===== src/rtl/memory_arbiter_rr.sv =====
// Round-robin arbiter placing per-core instruction/data requests onto one shared RAM port.
// A grant is held until RAM answers ACCESS, reports ERROR, times out, or the grantee withdraws.
module memory_arbiter_rr #(
   parameter int CPUS    = 2,
   parameter int ADDR_W  = 32,
   parameter int WORD_W  = 32,
   parameter int TIMEOUT = 64
) (
   input  logic                     CLK,
   input  logic                     RST,
   input  logic [CPUS-1:0]          iREN,
   input  logic [CPUS-1:0]          dREN,
   input  logic [CPUS-1:0]          dWEN,
   input  logic [CPUS*ADDR_W-1:0]   iaddr,
   input  logic [CPUS*ADDR_W-1:0]   daddr,
   input  logic [CPUS*WORD_W-1:0]   dstore,
   output logic [CPUS-1:0]          iwait,
   output logic [CPUS-1:0]          dwait,
   output logic [CPUS*WORD_W-1:0]   iload,
   output logic [CPUS*WORD_W-1:0]   dload,
   output logic                     ramREN,
   output logic                     ramWEN,
   output logic [ADDR_W-1:0]        ramaddr,
   output logic [WORD_W-1:0]        ramstore,
   input  logic [WORD_W-1:0]        ramload,
   input  logic [1:0]               ramstate,
   output logic                     memerr
);

   localparam int PTR_W = (CPUS > 1) ? $clog2(CPUS) : 1;
   localparam int TMO_W = $clog2(TIMEOUT) + 1;
   localparam logic [1:0] RS_ACCESS = 2'd2;
   localparam logic [1:0] RS_ERROR  = 2'd3;

   typedef enum logic {IDLE = 1'b0, GRANT = 1'b1} state_t;

   state_t            state, state_nxt;
   logic [PTR_W-1:0]  rr_ptr, rr_ptr_nxt;
   logic [PTR_W-1:0]  gnt_core, win_core, cand, ptr_after;
   logic              gnt_data, win_data, win_found;
   logic [TMO_W-1:0]  tmo_cnt, tmo_nxt;
   logic              memerr_nxt;
   logic [CPUS-1:0]   req;
   logic              gnt_live, access, abort;
   int                idx;

   assign req   = dWEN | dREN | iREN;
   assign iload = {CPUS{ramload}};
   assign dload = {CPUS{ramload}};

   // First requester at or after rr_ptr, wrapping around the core ring.
   always_comb begin
      win_found = 1'b0;
      win_core  = '0;
      idx       = 0;
      cand      = '0;
      for (int i = 0; i < CPUS; i++) begin
         idx  = (int'(rr_ptr) + i) % CPUS;
         cand = PTR_W'(idx);
         if (!win_found && req[cand]) begin
            win_found = 1'b1;
            win_core  = cand;
         end
      end
      win_data = dWEN[win_core] | dREN[win_core];
   end

   assign gnt_live  = gnt_data ? (dWEN[gnt_core] | dREN[gnt_core]) : iREN[gnt_core];
   assign access    = (ramstate == RS_ACCESS);
   assign abort     = (ramstate == RS_ERROR) || (tmo_cnt == TMO_W'(TIMEOUT - 1));
   assign ptr_after = (gnt_core == PTR_W'(CPUS - 1)) ? '0 : gnt_core + 1'b1;

   always_ff @(posedge CLK or posedge RST) begin
      if (RST) begin
         state    <= IDLE;
         rr_ptr   <= '0;
         tmo_cnt  <= '0;
         memerr   <= 1'b0;
         gnt_core <= '0;
         gnt_data <= 1'b0;
      end else begin
         state   <= state_nxt;
         rr_ptr  <= rr_ptr_nxt;
         tmo_cnt <= tmo_nxt;
         memerr  <= memerr_nxt;
         if (state == IDLE && win_found) begin
            gnt_core <= win_core;
            gnt_data <= win_data;
         end
      end
   end

   // Withdrawal outranks ACCESS, which outranks ERROR/timeout.
   always_comb begin
      state_nxt  = state;
      rr_ptr_nxt = rr_ptr;
      tmo_nxt    = tmo_cnt;
      memerr_nxt = 1'b0;
      case (state)
         IDLE: begin
            if (win_found) begin
               state_nxt = GRANT;
               tmo_nxt   = '0;
            end
         end
         GRANT: begin
            if (!gnt_live) begin
               state_nxt = IDLE;
            end else if (access) begin
               rr_ptr_nxt = ptr_after;
               state_nxt  = IDLE;
            end else if (abort) begin
               memerr_nxt = 1'b1;
               rr_ptr_nxt = ptr_after;
               state_nxt  = IDLE;
            end else if (tmo_cnt != '1) begin
               tmo_nxt = tmo_cnt + 1'b1;
            end
         end
         default: state_nxt = IDLE;
      endcase
   end

   always_comb begin
      iwait    = '1;
      dwait    = '1;
      ramREN   = 1'b0;
      ramWEN   = 1'b0;
      ramaddr  = '0;
      ramstore = '0;
      if (state == GRANT) begin
         if (gnt_data) begin
            ramaddr  = daddr[gnt_core*ADDR_W +: ADDR_W];
            ramstore = dstore[gnt_core*WORD_W +: WORD_W];
            ramWEN   = dWEN[gnt_core];
            ramREN   = dREN[gnt_core] & ~dWEN[gnt_core];
            if (gnt_live && access) dwait[gnt_core] = 1'b0;
         end else begin
            ramaddr = iaddr[gnt_core*ADDR_W +: ADDR_W];
            ramREN  = iREN[gnt_core];
            if (gnt_live && access) iwait[gnt_core] = 1'b0;
         end
      end
   end

endmodule


===== config.mk =====
export PLATFORM = sky130hd
export DESIGN_NAME = memory_arbiter_rr
export DESIGN_NICKNAME = d
export VERILOG_FILES = /design/src/rtl/memory_arbiter_rr.sv
export SDC_FILE = /design/constraint.sdc
export NUM_CORES = 1
export LEC_CHECK = 0
export CAP_MARGIN = 20
export CORE_AREA = 2 2 168 170
export CTS_CLUSTER_DIAMETER = 200
export DETAILED_ROUTE_END_ITERATION = 16
export DIE_AREA = 0 0 170 172
export HOLD_SLACK_MARGIN = 0.15
export PLACE_DENSITY = 0.5
export SLEW_MARGIN = 20
export SYNTH_ARGS = -nofsm -noshare
export SYNTH_HDL_FRONTEND = slang
export SYNTH_SLANG_ARGS = --single-unit

===== constraint.sdc =====
create_clock -name CLK -period 2.12 [get_ports CLK]
set_input_delay 0.424 -clock CLK [delete_from_list [all_inputs] [get_ports CLK]]
set_output_delay 0.424 -clock CLK [all_outputs]
set_load 0.02 [all_outputs]

==> results of run 1 <==
## final timing paths
check,from,end,slack (ns)
max,gnt_data,ramaddr[17],-0.16
min reg2reg,tmo_cnt[6],tmo_cnt[6],0.48
max in group asynchronous,RST,gnt_core,1.24
min,tmo_cnt[6],tmo_cnt[6],0.48
min in group asynchronous,RST,gnt_core,0.51
max reg2reg,gnt_core,tmo_cnt[5],0.23
## per-layer routing
metal,vias to the layer above,routed length [um],track usage (%),share of wire (%)
met4,0,231,2.23,1.5
met1,1448,6160,11.2,39
met2,242,7600,16.1,48
li1,1455,-,-,-
met3,26,1940,3.59,12
met5,-,0,0,0
## layout make-up
cell class | instances | area [um^2] | area share, %
Multi-Input combinational cell | 189 | 1910 | 31.6
Sequential cell | 12 | 305 | 5.05
Inverter | 7 | 26.3 | 0.435
Timing Repair Buffer | 319 | 3290 | 54.5
Clock buffer | 4 | 78.8 | 1.30
Tap cell | 346 | 433 | 7.16
## flip-flops by register name, indices dropped and copies added (netlist names)
| signal | count |
|---|---|
| gnt_core | 1 |
| gnt_data | 1 |
| memerr | 1 |
| rr_ptr | 1 |
| state | 1 |
| tmo_cnt | 7 |
## timing repair
action,4_1_cts,5_1_grt
cloned,5,2
buffers inserted,13,7
pin swaps,4,1
endpoints found under the setup margin,70,62
resized for setup,350,40
## power groups by stage
stage	sequential, mW	clock, mW	combinational (mW)
after floorplan	0.354	0	3.22
after global placement	0.374	0	5.44
after detailed placement	0.373	0	5.41
after CTS	0.397	0.364	6.57
after global routing	0.400	0.373	7.08
final	0.387	0.355	6.64
## cells in the mapped netlist, drive strengths merged, types with 3 or more instances
cell type / instances
buf: 138
nor2: 36
mux2i: 35
and2: 34
mux4: 33
dfrtp: 12
clkbuf: 9
nand2: 8
inv: 7
nor3: 7
o21ai: 5
o31ai: 4
nand2b: 3
nand3: 3
o211ai: 3
## critical path: cells and delay by family, from the launching register on
kind	cells	cell delay (ns)
AND/OR/NAND/NOR	1	0.18
flip-flops	1	0.43
buffers and inverters	4	0.49
multiplexers	1	0.50
## kinds of logic (layout without fill, tap and decap cells)
logic type,count (synthesis),in the layout,synth area share [%]
buffers and inverters,154,330,34.1
AND/OR/NAND/NOR,98,98,15.7
multiplexers,69,69,35.1
AO/OA/AOI/OAI,20,20,4.88
flip-flops,12,12,9.53
adder cells (fa/ha/maj),1,1,0.397
XOR/XNOR,1,1,0.278
## through the flow
step                      hold WS [ns]  area [um^2]
after detailed placement         0.471         5530
after CTS                        0.484         6000
after global placement           0.473         5530
final                            0.481         6040
after global routing             0.507         6040
after floorplan                  0.289         3150
==> results by stage, run 1 <==
Setup path:
- STA classifies the critical path startpoint as a register.
- The largest fanout on the critical path is 5.
- For the worst setup path, the data required time is 1.70 ns.
- Traced cell by cell, the critical path runs through buf_12 -> buf_16 -> buf_6 -> mux4_2 -> and2_4 -> buf_8.
- The worst register-to-register path has a depth of 6.
- For this run, the slowest stage of the critical path takes 0.50 ns.
- The critical path data arrival time is 1.86 ns.
- The category of the worst setup path capture point is an output port.
- The slowest stage of the critical path is the mux4_2 cell.
- The worst setup path is of the reg -> out kind.

Timing:
- The final hold violation count is 0.
- For the pin with the worst max-slew slack, the measured transition is between 0.4 and 0.5 ns.
- The maximum operating frequency is 438 MHz.
- The portion of the clock cycle consumed by the worst path in the final layout is 108%.
- The final critical-path setup slack is -0.162 ns.
- Setup violations remaining at the end of the flow were counted as 37.
- Setup repair after global routing could not meet its margin everywhere.
- The number of pins with negative max-slew slack in the final report is 0.
- The clock arrives with 0.00412 ns of skew.
- The worst slew margin relative to its limit is about 67%.
- The final total negative setup slack is -3.40 ns.
- The worst path in the final design needs a cycle of 2.28 ns, including I/O delays and setup.

Floorplan:
- The initialized floorplan defines 61 standard-cell rows.
- The die area is 29,200 um^2.
- In this run the count of I/O pins placed on the die edge is between 400 and 500.
- The floorplan step set the die width to ~170 um.
- In this run the standard cell core region covers 27,500 um^2.
- The starting density of the core is 11.5%.
- The die height is 172 um.

Synthesis:
- After synthesis, the mean cell area works out to just under 9 um^2.
- The area share of the largest cell type after synthesis is 30.5%.
- The count of flip-flops with a built-in enable after synthesis is 0.
- The cell area that synthesis handed to floorplanning was between 3000 and 4000 um^2.
- The largest total area in the synthesized netlist belongs to buf_4.
- Counting flops and latches in the post-synthesis netlist gives 12.
- The count of unique library cells instantiated by Yosys is 34.
- For this run, the leading register cell type out of synthesis is dfrtp_1.
- The instance count of the mapped netlist is 355.
- The post-synth net total is 590.
- The share of synthesized registers carrying an async set or reset is 100%.
- The Yosys step of the flow raised 0 warnings.
- Sorting the synthesized cells by area gives the leading types as buf_4, mux4_2, mux2i_1, dfrtp_1, and2_1.
- After synthesis, flip-flops and latches occupy 9.53% of the total area.

Cells and area:
- The most frequent standard cell in the layout excluding fill and tap cells is clkdlybuf4s50_1.
- In the layout the commonest cells are clkdlybuf4s50_1, buf_6, mux2i_1, nor2_1, mux4_2.
- 0 antenna diodes ended up in the layout.
- Cells fill 22.0% of the core in the end.
- The count of filler cells inserted in the layout is between 3,000 and 4,000.
- In the final design database the tool counted 767 nets.
- The final standard cell count with taps included and fillers excluded is just under 900.
- The post-route netlist has a little under two fifths of its cells at a drive strength greater than 1.
- The growth of design area from synthesis to finish is 91.8%.

Job:
- Max-cap violations in this run came to 0.

Global route:
- In the global route stage, overall resource usage came out at under 10%.
- The remaining global-route overflow is 0.
- The first global-routing pass estimated about 20 mm of wire.
- The via count of the first global-routing pass came to between 3,000 and 4,000.
- Entering global routing, the biggest net connects 39 pins.
- The initial antenna violation count is 0.

Pwr:
- Combinational logic burns 90.0% of the power.
- The net switching power is roughly 3.2 mW.
- The total power of the final layout is 7.38 mW.
- Across the VDD grid, the largest voltage drop is 344 uV.
- The leakage dissipation is 2.50 nW.
- In this run switching power makes up ~43% of total power.
- The sequential cell fraction of total power is 5.2%.
- The clock network is responsible for 4.8% of the overall power.
- The internal power component is 4.22 mW.
- For this design the ratio of total power to cell area is roughly 1200 nW/um^2.

Placement:
- The post-place setup slack is -0.758 ns.
- At the end of routability-driven placement, the weighted congestion stood at slightly above 0.7.
- The number of I/O port buffers is 272.
- The instance count after placement with tap cells included is 852.
- Detailed placement finished with a half-perimeter wire length of 12.1 mm.

CTS:
- The number of buffers added to fix hold violations after cts is 0.
- The number of clock sinks is 12.
- CTS built an H-tree with a depth of 1.
- The later pin in the worst-skew pair is clocked with a latency of 0.24 ns.
- Clock tree synthesis inserted a total of 3 buffers.
- TritonCTS built the clock tree.
- The clock transition time at the flip-flop clock pins of the worst setup and hold paths is 0.05 ns.
- No sink is reached through more buffers than the 2 on the longest clock path.
- Clock tree synthesis selected as its root buffer the cell clkbuf_16.

Worst hold path:
- The path class of the tightest hold or removal check is reg -> reg.
- The cell depth of the worst min-delay path is 1.

Detailed routing:
- The detailed router placed 3,171 vias in this run.
- The final layout contains routed wiring with a total length of 15.9 mm.
- For this run, the detailed router's first-pass iteration total came to 5.
- After detailed routing, the number of remaining DRC violations is 0.
- The count of nets left with antenna violations after detail routing is 0.
- In the routed layout, each cell is associated on average with a via count of 3.62.
- The violation count after the first detailed-route iteration is 64.
- After detailed routing, the average wire length per cell comes to 18.2 um.

Outcome:
- The run finished, with violations left.
- The final reports fail on negative setup slack.
Note: power is estimated with default switching activity, not from simulation.
==> run 2: changes to the inputs <==
--- a/config.mk
+++ b/config.mk
@@ -11,7 +11,7 @@
 export DETAILED_ROUTE_END_ITERATION = 16
 export DIE_AREA = 0 0 170 172
 export HOLD_SLACK_MARGIN = 0.15
-export PLACE_DENSITY = 0.5
+export PLACE_DENSITY = 0.49
 export SLEW_MARGIN = 20
 export SYNTH_ARGS = -nofsm -noshare
 export SYNTH_HDL_FRONTEND = slang
==> run 2 against run 1 <==
The flow still finishes with violations (negative setup slack). Critical path depth unchanged. Hold slack about the same. Cell area down 4.3%. Clock power up 1%. Flip-flop and latch count unchanged. Worst setup slack better by 0.019 ns. Final cell count down 0.91%. Combinational power down 9.9%. Fmax up 0.84%. Sequential power up 5.2%. Routed wire length down 4.3%. Clock skew down 0.0030 ns.
==> results by stage, run 2 (synthesized netlist as in run 1, its figures left out) <==
Placement:
- The post-placement cell area was 5510 um^2 (-0.50%).
- The number of I/O port buffers is 272 (unchanged).
- The estimated wirelength of the detail-placed design was 12.4 mm (+2.3%).
- The weighted congestion at the end of routability-driven global placement is 0.703 (-1.2%).
- The post-place setup slack was -0.764 ns (-0.00634 ns).

Pwr:
- The power per cell area is 1170 nW/um^2 (-4.4%).
- The switching power share of the total came to 44.6% (+1.9 points).
- The internal power component is 3.74 mW (-11%).
- The worst IR drop on VDD is 477 uV (+38%).
- The leakage dissipation is 2.38 nW (-4.9%).
- The total power of the final layout is 6.75 mW (-8.5%).
- The part of the total power dissipated in the clock network came to 5.3% (+0.5 points).
- The sequential cell fraction of total power is 6.0% (+0.8 points).
- The net switching power is 3.01 mW (-4.5%).
- The share of power burned in combinational logic came to 88.6% (-1.4 points).

Detailed routing:
- The detailed-route via count is 3,122 (-1.5%).
- The total wirelength of the detailed-routed design is 15.3 mm (-4.3%).
- The count of nets left with antenna violations after detail routing is 0 (unchanged).
- The violation count after the first detailed-route iteration is 88 (+38%).
- The average detailed-routed wire length per instance was 17.6 um (-3.4%).
- The count of unresolved DRC violations after routing is 0 (unchanged).
- The number of optimization iterations in the first detailed-route pass is 4 (-1).
- The via density per instance was 3.59 (-0.64%).

Setup path:
- The signal on the critical path passes through mux4_2 -> buf_6 -> a21oi_4 -> nor3_4 -> nand2b_1 -> buf_6.
- The worst reg2reg path depth came to 7 (+1).
- The critical path class is reg -> out.
- The largest fanout on the critical path was 3 (-2).
- The standard cell with the maximum stage delay on the critical path is mux4_2.
- The critical path data arrival time was 1.84 ns (-0.02 ns).
- The largest incremental delay on the critical path is 0.57 ns (+0.07 ns).
- STA classifies the critical path endpoint as an output port.
- The critical path's most frequent cell is buf_6.
- The data required time at the worst endpoint is 1.70 ns (about the same).
- The sort of element at the start of the critical path is a register.

Cells and area:
- The flip-flop count of the largest register, all copies and words added is 7 (unchanged).
- The library cell used most frequently in the layout, excluding fill and tap cells, is clkdlybuf4s50_1.
- The net count of the finished layout is 758 (-1.2%).
- The utilization after layout is 21.0% (-0.95 points).
- Leaving out fill and tap cells, the most frequent cells in the layout are clkdlybuf4s50_1, buf_6, buf_2, nor2_1, mux2i_1.
- From synthesis to final layout, the design area changed by 83.5%.
- The fraction of layout cells with a size suffix above 1 is 35.2% (-2.2 points).
- More flip-flops sit in one register than any other, and that register is tmo_cnt.
- The final cell area excluding filler cells was 5780 um^2 (-4.3%).

Global route:
- The remaining global-route overflow is 0 (unchanged).
- The via count of the first global-routing pass is 3,156 (-1.3%).
- The initial antenna violation count is 2 (+2).
- The total global-route track usage came to 9.26% (-0.20 points).
- The pin count of the biggest net entering global routing is 36 (-7.7%).
- The wire length of the first global-routing pass is 19.9 mm (-1.8%).

Timing:
- The portion of the clock cycle consumed by the worst path in the final layout was 107% (-0.89 points).
- The transition at the pin with the smallest max-transition slack came to 0.513 ns (+0.0192 ns).
- The worst slew margin relative to its limit is 65.7% (-1.3 points).
- The shortest clock period the worst path allows after layout is 2.26 ns (-0.0190 ns).
- The final hold violation count is 0 (unchanged).
- The final critical-path setup slack is -0.143 ns (+0.0190 ns).
- Setup repair after global routing could not meet its margin everywhere.
- The number of pins with negative max-slew slack in the final report is 0 (unchanged).
- The final hold slack is 0.481 ns (-0.000453 ns).
- The maximum operating frequency is 442 MHz (+0.84%).
- The number of setup violations in the final report is 36 (-2.7%).
- The worst clock skew on the final layout is 0.00109 ns (-0.00303 ns).

CTS:
- TritonCTS built the clock tree.
- The number of buffers added to fix hold violations after cts is 0 (unchanged).
- The number of clock sinks is 12 (unchanged).
- The clock transition time at the flip-flop clock pins of the worst setup and hold paths came to 0.05 ns (about the same).
- The number of H-tree branching levels was 1 (unchanged).
- The maximum buffer depth of the clock tree was 2 (unchanged).
- The clock latency on the worst-skew pair came to 0.24 ns (about the same).
- CTS placed an instance of clkbuf_16 at the clock tree root.
- The number of clock buffers inserted by TritonCTS was 3 (unchanged).

Job:
- The number of max-cap violations is 0 (unchanged).

Outcome:
- The final reports fail on negative setup slack.
- The flow ran to the end, but the final reports show violations.

Floorplan:
- The total number of placement rows is 61 (unchanged).
- The starting density of the core is 11.5% (unchanged).
- The number of I/O pins came to 433 (unchanged).
- The die height was 172 um (unchanged).
- The core outline area came to 27,500 um^2 (unchanged).
- The die area is 29,200 um^2 (unchanged).
- The die width came to 170 um (unchanged).

Worst hold path:
- The cell depth of the worst min-delay path was 1 (unchanged).
- The tightest min-delay check is of the reg -> reg type.
run 2: cell types whose count changed in the layout (fill, tap and decap cells not counted), sizes merged:
cell,delta
clkbuf,-15
buf,+5
clkdlybuf4s15,+1
diode,+1
run 2: power by group through the flow:
stage / logic, mW / registers [mW] / clock network (mW)
after floorplan: 3.22 / 0.354 / 0
after global routing: 6.39 / 0.421 / 0.383
after CTS: 6.12 / 0.412 / 0.365
after global placement: 5.39 / 0.416 / 0
final: 5.98 / 0.407 / 0.360
after detailed placement: 5.36 / 0.413 / 0
run 2: cell type report:
| class | instances | area [um^2] |
|---|---|---|
| diodes | 1 | 2.50 |
| clock buffers | 4 | 78.8 |
| fillers | 3039 | 21700 |
| inverters | 7 | 26.3 |
| multi-input cells | 189 | 1910 |
| flip-flops and latches | 12 | 305 |
| well taps | 346 | 433 |
| repair buffers | 310 | 3030 |
run 2: routing by layer:
metal	vias up	routed length, um	GRT usage (%)
met1	1409	5960	10.9
met4	2	326	2.53
met5	-	12	0
met2	236	7160	15.7
li1	1442	-	-
met3	33	1800	3.62
run 2: repair_timing:
item | in CTS | in global routing
pin swaps | 4 | 4
gates resized for setup | 356 | 23
buffers inserted | 11 | 0
gates cloned | 2 | 0
setup endpoints to repair | 70 | 50
run 2: worst max-delay path, delay by kind of cell, from the launching register on:
| kind | cells | cell delay [ns] |
|---|---|---|
| AOI/OAI and AO/OA | 1 | 0.14 |
| buffers and inverters | 2 | 0.27 |
| muxes | 1 | 0.57 |
| DFF | 1 | 0.43 |
| and+or+nand+nor | 2 | 0.18 |
run 2: final timing paths:
| path | start | endpoint | slack (ns) |
|---|---|---|---|
| setup reg to reg | gnt_core | tmo_cnt[5] | 0.11 |
| hold / removal | tmo_cnt[6] | tmo_cnt[6] | 0.48 |
| min in group asynchronous | RST | rr_ptr | 0.52 |
| max in group asynchronous | RST | gnt_core | 1.21 |
| setup / recovery | gnt_core | dwait[0] | -0.14 |
| hold reg to reg | tmo_cnt[6] | tmo_cnt[6] | 0.48 |
run 2: through the flow:
stage	std cells	setup TNS, ns
2_1_floorplan	355	0
3_3_place_gp	855	-18.23
3_5_place_dp	855	-17.84
4_1_cts	868	-4.40
5_1_grt	868	-5.63
6_report	869	-3.01
==> run 3: changes to the inputs <==
==> constraint.sdc (replaced) <==
create_clock -name CLK -period 2.12 [get_ports CLK]
set_input_delay 0.318 -clock CLK [delete_from_list [all_inputs] [get_ports CLK]]
set_output_delay 0.318 -clock CLK [all_outputs]
set_load 0.02 [all_outputs]
==> run 3 against run 2 <==
Total power shrank 8.1%. Global-route usage is 0.28 points lower. The flow still finishes with violations (negative setup slack). Worst setup slack gained 0.062 ns. Register-to-register slack better by 0.15 ns. Clock power grew 3%. First-iteration DRC count fell by 25%.
==> results by stage, run 3 (synthesized netlist as in run 1, its figures left out) <==
Detailed routing:
- The detailed-route via count is 3,150 (+0.90%).
- The count of nets left with antenna violations after detail routing is 0 (unchanged).
- The average detailed-routed wire length per instance is 17.6 um (+0.31%).
- The total wirelength of the detailed-routed design is 15.3 mm (+0.54%).
- The violation count after the first detailed-route iteration is 66 (-25%).
- The count of unresolved DRC violations after routing is 0 (unchanged).
- The number of optimization iterations in the first detailed-route pass came to 4 (unchanged).
- The via density per instance is 3.62 (+0.67%).

Cells and area:
- The register with the most flip-flops in the final layout is tmo_cnt.
- The final standard cell count with taps included and fillers excluded is 871 (+0.23%).
- The number of diodes added for antenna fixing is 0 (-1).
- The count of filler cells inserted in the layout is 3,066 (+0.89%).
- The fraction of layout cells with a size suffix above 1 came to 30.7% (-4.6 points).
- The most frequent standard cell in the layout excluding fill and tap cells is clkdlybuf4s50_1.
- The flip-flop count of the largest register, all copies and words added is 7 (unchanged).
- Compared with the post-synthesis result, the final layout area differs by 78.0%.
- The top cell types in the final layout, fill and taps aside, are clkdlybuf4s50_1, buf_4, nor2_1, mux2i_1, mux4_2.
- The net count of the finished layout is 761 (+0.40%).

Timing:
- The number of setup violations in the final report is 29 (-19%).
- The transition at the pin with the smallest max-transition slack is 0.497 ns (-0.0168 ns).
- The worst clock skew on the final layout was 0.00763 ns (+0.00654 ns).
- The portion of the clock cycle consumed by the worst path in the final layout is 104% (-2.9 points).
- The final critical-path setup slack was -0.0811 ns (+0.0618 ns).
- The maximum operating frequency is 454 MHz (+2.8%).
- The final hold violation count came to 0 (unchanged).
- The worst slew margin relative to its limit was 66.9% (+1.1 points).
- The number of pins with negative max-slew slack in the final report is 0 (unchanged).
- The shortest clock period the worst path allows after layout was 2.20 ns (-0.0618 ns).
- Setup repair after global routing could not meet its margin everywhere.

Setup path:
- The critical path in this run is classified as reg -> out.
- The largest incremental delay on the critical path is 0.54 ns (-0.03 ns).
- The worst path buffer plus inverter count is 3 (+1).
- Walking the worst path, the cells encountered are buf_12 -> buf_6 -> mux4_2 -> and2_1 -> buf_4.
- The data required time at the worst endpoint is 1.80 ns (+0.10 ns).
- The category of the worst setup path capture point is an output port.
- The largest fanout on the critical path was 13 (+10).
- The critical path data arrival time is 1.88 ns (+0.04 ns).
- The cell family contributing the most delay on the critical path is multiplexers.
- The standard cell with the maximum stage delay on the critical path is mux4_2.
- STA classifies the critical path startpoint as a register.

Floorplan:
- The die height is 172 um (unchanged).
- The number of I/O pins came to 433 (unchanged).
- The die width is 170 um (unchanged).
- The total number of placement rows was 61 (unchanged).
- The core outline area is 27,500 um^2 (unchanged).
- The starting density of the core was 11.5% (unchanged).
- The die area is 29,200 um^2 (unchanged).

Global route:
- The total global-route track usage is 8.98% (-0.28 points).
- The remaining global-route overflow is 0 (unchanged).
- The initial antenna violation count is 1 (-1).
- The via count of the first global-routing pass is 3,079 (-2.4%).
- The wire length of the first global-routing pass is 19.4 mm (-2.5%).
- The pin count of the biggest net entering global routing is 35 (-2.8%).

Placement:
- The weighted congestion at the end of routability-driven global placement is 0.714 (+1.6%).
- The instance count after placement with tap cells included is 849 (-0.70%).
- The estimated wirelength of the detail-placed design is 12.6 mm (+1.5%).
- The number of I/O port buffers was 272 (unchanged).

CTS:
- The number of H-tree branching levels is 1 (unchanged).
- TritonCTS built the clock tree.
- The maximum buffer depth of the clock tree is 2 (unchanged).
- The number of clock buffers inserted by TritonCTS came to 3 (unchanged).
- The root buffer cell chosen for the clock tree is clkbuf_16.
- The clock latency on the worst-skew pair was 0.25 ns (about the same).
- The number of clock sinks is 12 (unchanged).
- The clock transition time at the flip-flop clock pins of the worst setup and hold paths is 0.05 ns (about the same).

Pwr:
- The power per cell area is 1110 nW/um^2 (-5.3%).
- The total power of the final layout is 6.20 mW (-8.1%).
- The worst IR drop on VDD was 493 uV (+3.3%).
- The leakage dissipation was 2.31 nW (-2.6%).

Outcome:
- The run finished, with violations left.
- The final reports fail on negative setup slack.

Job:
- The number of max-cap violations is 0 (unchanged).

Worst hold path:
- The path class of the tightest hold or removal check is in -> async.
==> run 3: area by class of cell <==
class	count	area, um^2	area share [%]
multi-input cells	189	1850	33.0
inverters	7	26.3	0.468
clock buffers	4	78.8	1.40
repair buffers	313	2920	52.0
flip-flops and latches	12	305	5.44
well taps	346	433	7.71
==> run 3: layer usage <==
| metal | global-route usage, % | share of wire, % |
|---|---|---|
| met5 | 0 | 0.085 |
| met4 | 2.86 | 2.6 |
| met3 | 3.98 | 13 |
| met2 | 15.0 | 47 |
| met1 | 10.3 | 38 |
==> run 3: stage by stage <==
| stage | hold slack [ns] | instance area [um^2] | setup slack [ns] | setup TNS (ns) | utilization [%] |
|---|---|---|---|---|---|
| final | 0.395 | 5610 | -0.0811 | -0.882 | 20.4 |
| after global routing | 0.469 | 5610 | -0.136 | -2.63 | 20.4 |
| after CTS | 0.440 | 5490 | -0.161 | -1.38 | 20.0 |
| after detailed placement | 0.475 | 5470 | -0.684 | -7.70 | 19.9 |
| after global placement | 0.473 | 5470 | -0.677 | -7.56 | 19.9 |
| after floorplan | 0.183 | 3150 | 0.155 | 0 | - |
==> run 3: worst paths after layout <==
path	start	to	slack [ns]	depth (start not counted)
worst max-delay path	gnt_data	ramaddr[27]	-0.08	5
worst min-delay path	RST	gnt_core	0.40	2
worst max register to register	gnt_core	tmo_cnt[5]	0.26	5
worst min register to register	tmo_cnt[6]	tmo_cnt[6]	0.48	1
max in group asynchronous	RST	gnt_core	1.35	2
min in group CLK	tmo_cnt[6]	tmo_cnt[6]	0.48	1
==> run 3: power by group <==
part / switching [mW] / internal [mW]
Clock: 0.115 / 0.255
Combinational: 2.70 / 2.72
Sequential: 0.106 / 0.306
==> run 3: what timing repair did <==
| item | in CTS | in global routing |
|---|---|---|
| pin swaps | 2 | 1 |
| hold buffers | 0 | 0 |
| gates cloned | 0 | 2 |
| gates resized for setup | 193 | 77 |
| setup buffers | 5 | 11 |
| endpoints found under the setup margin | 69 | 66 |
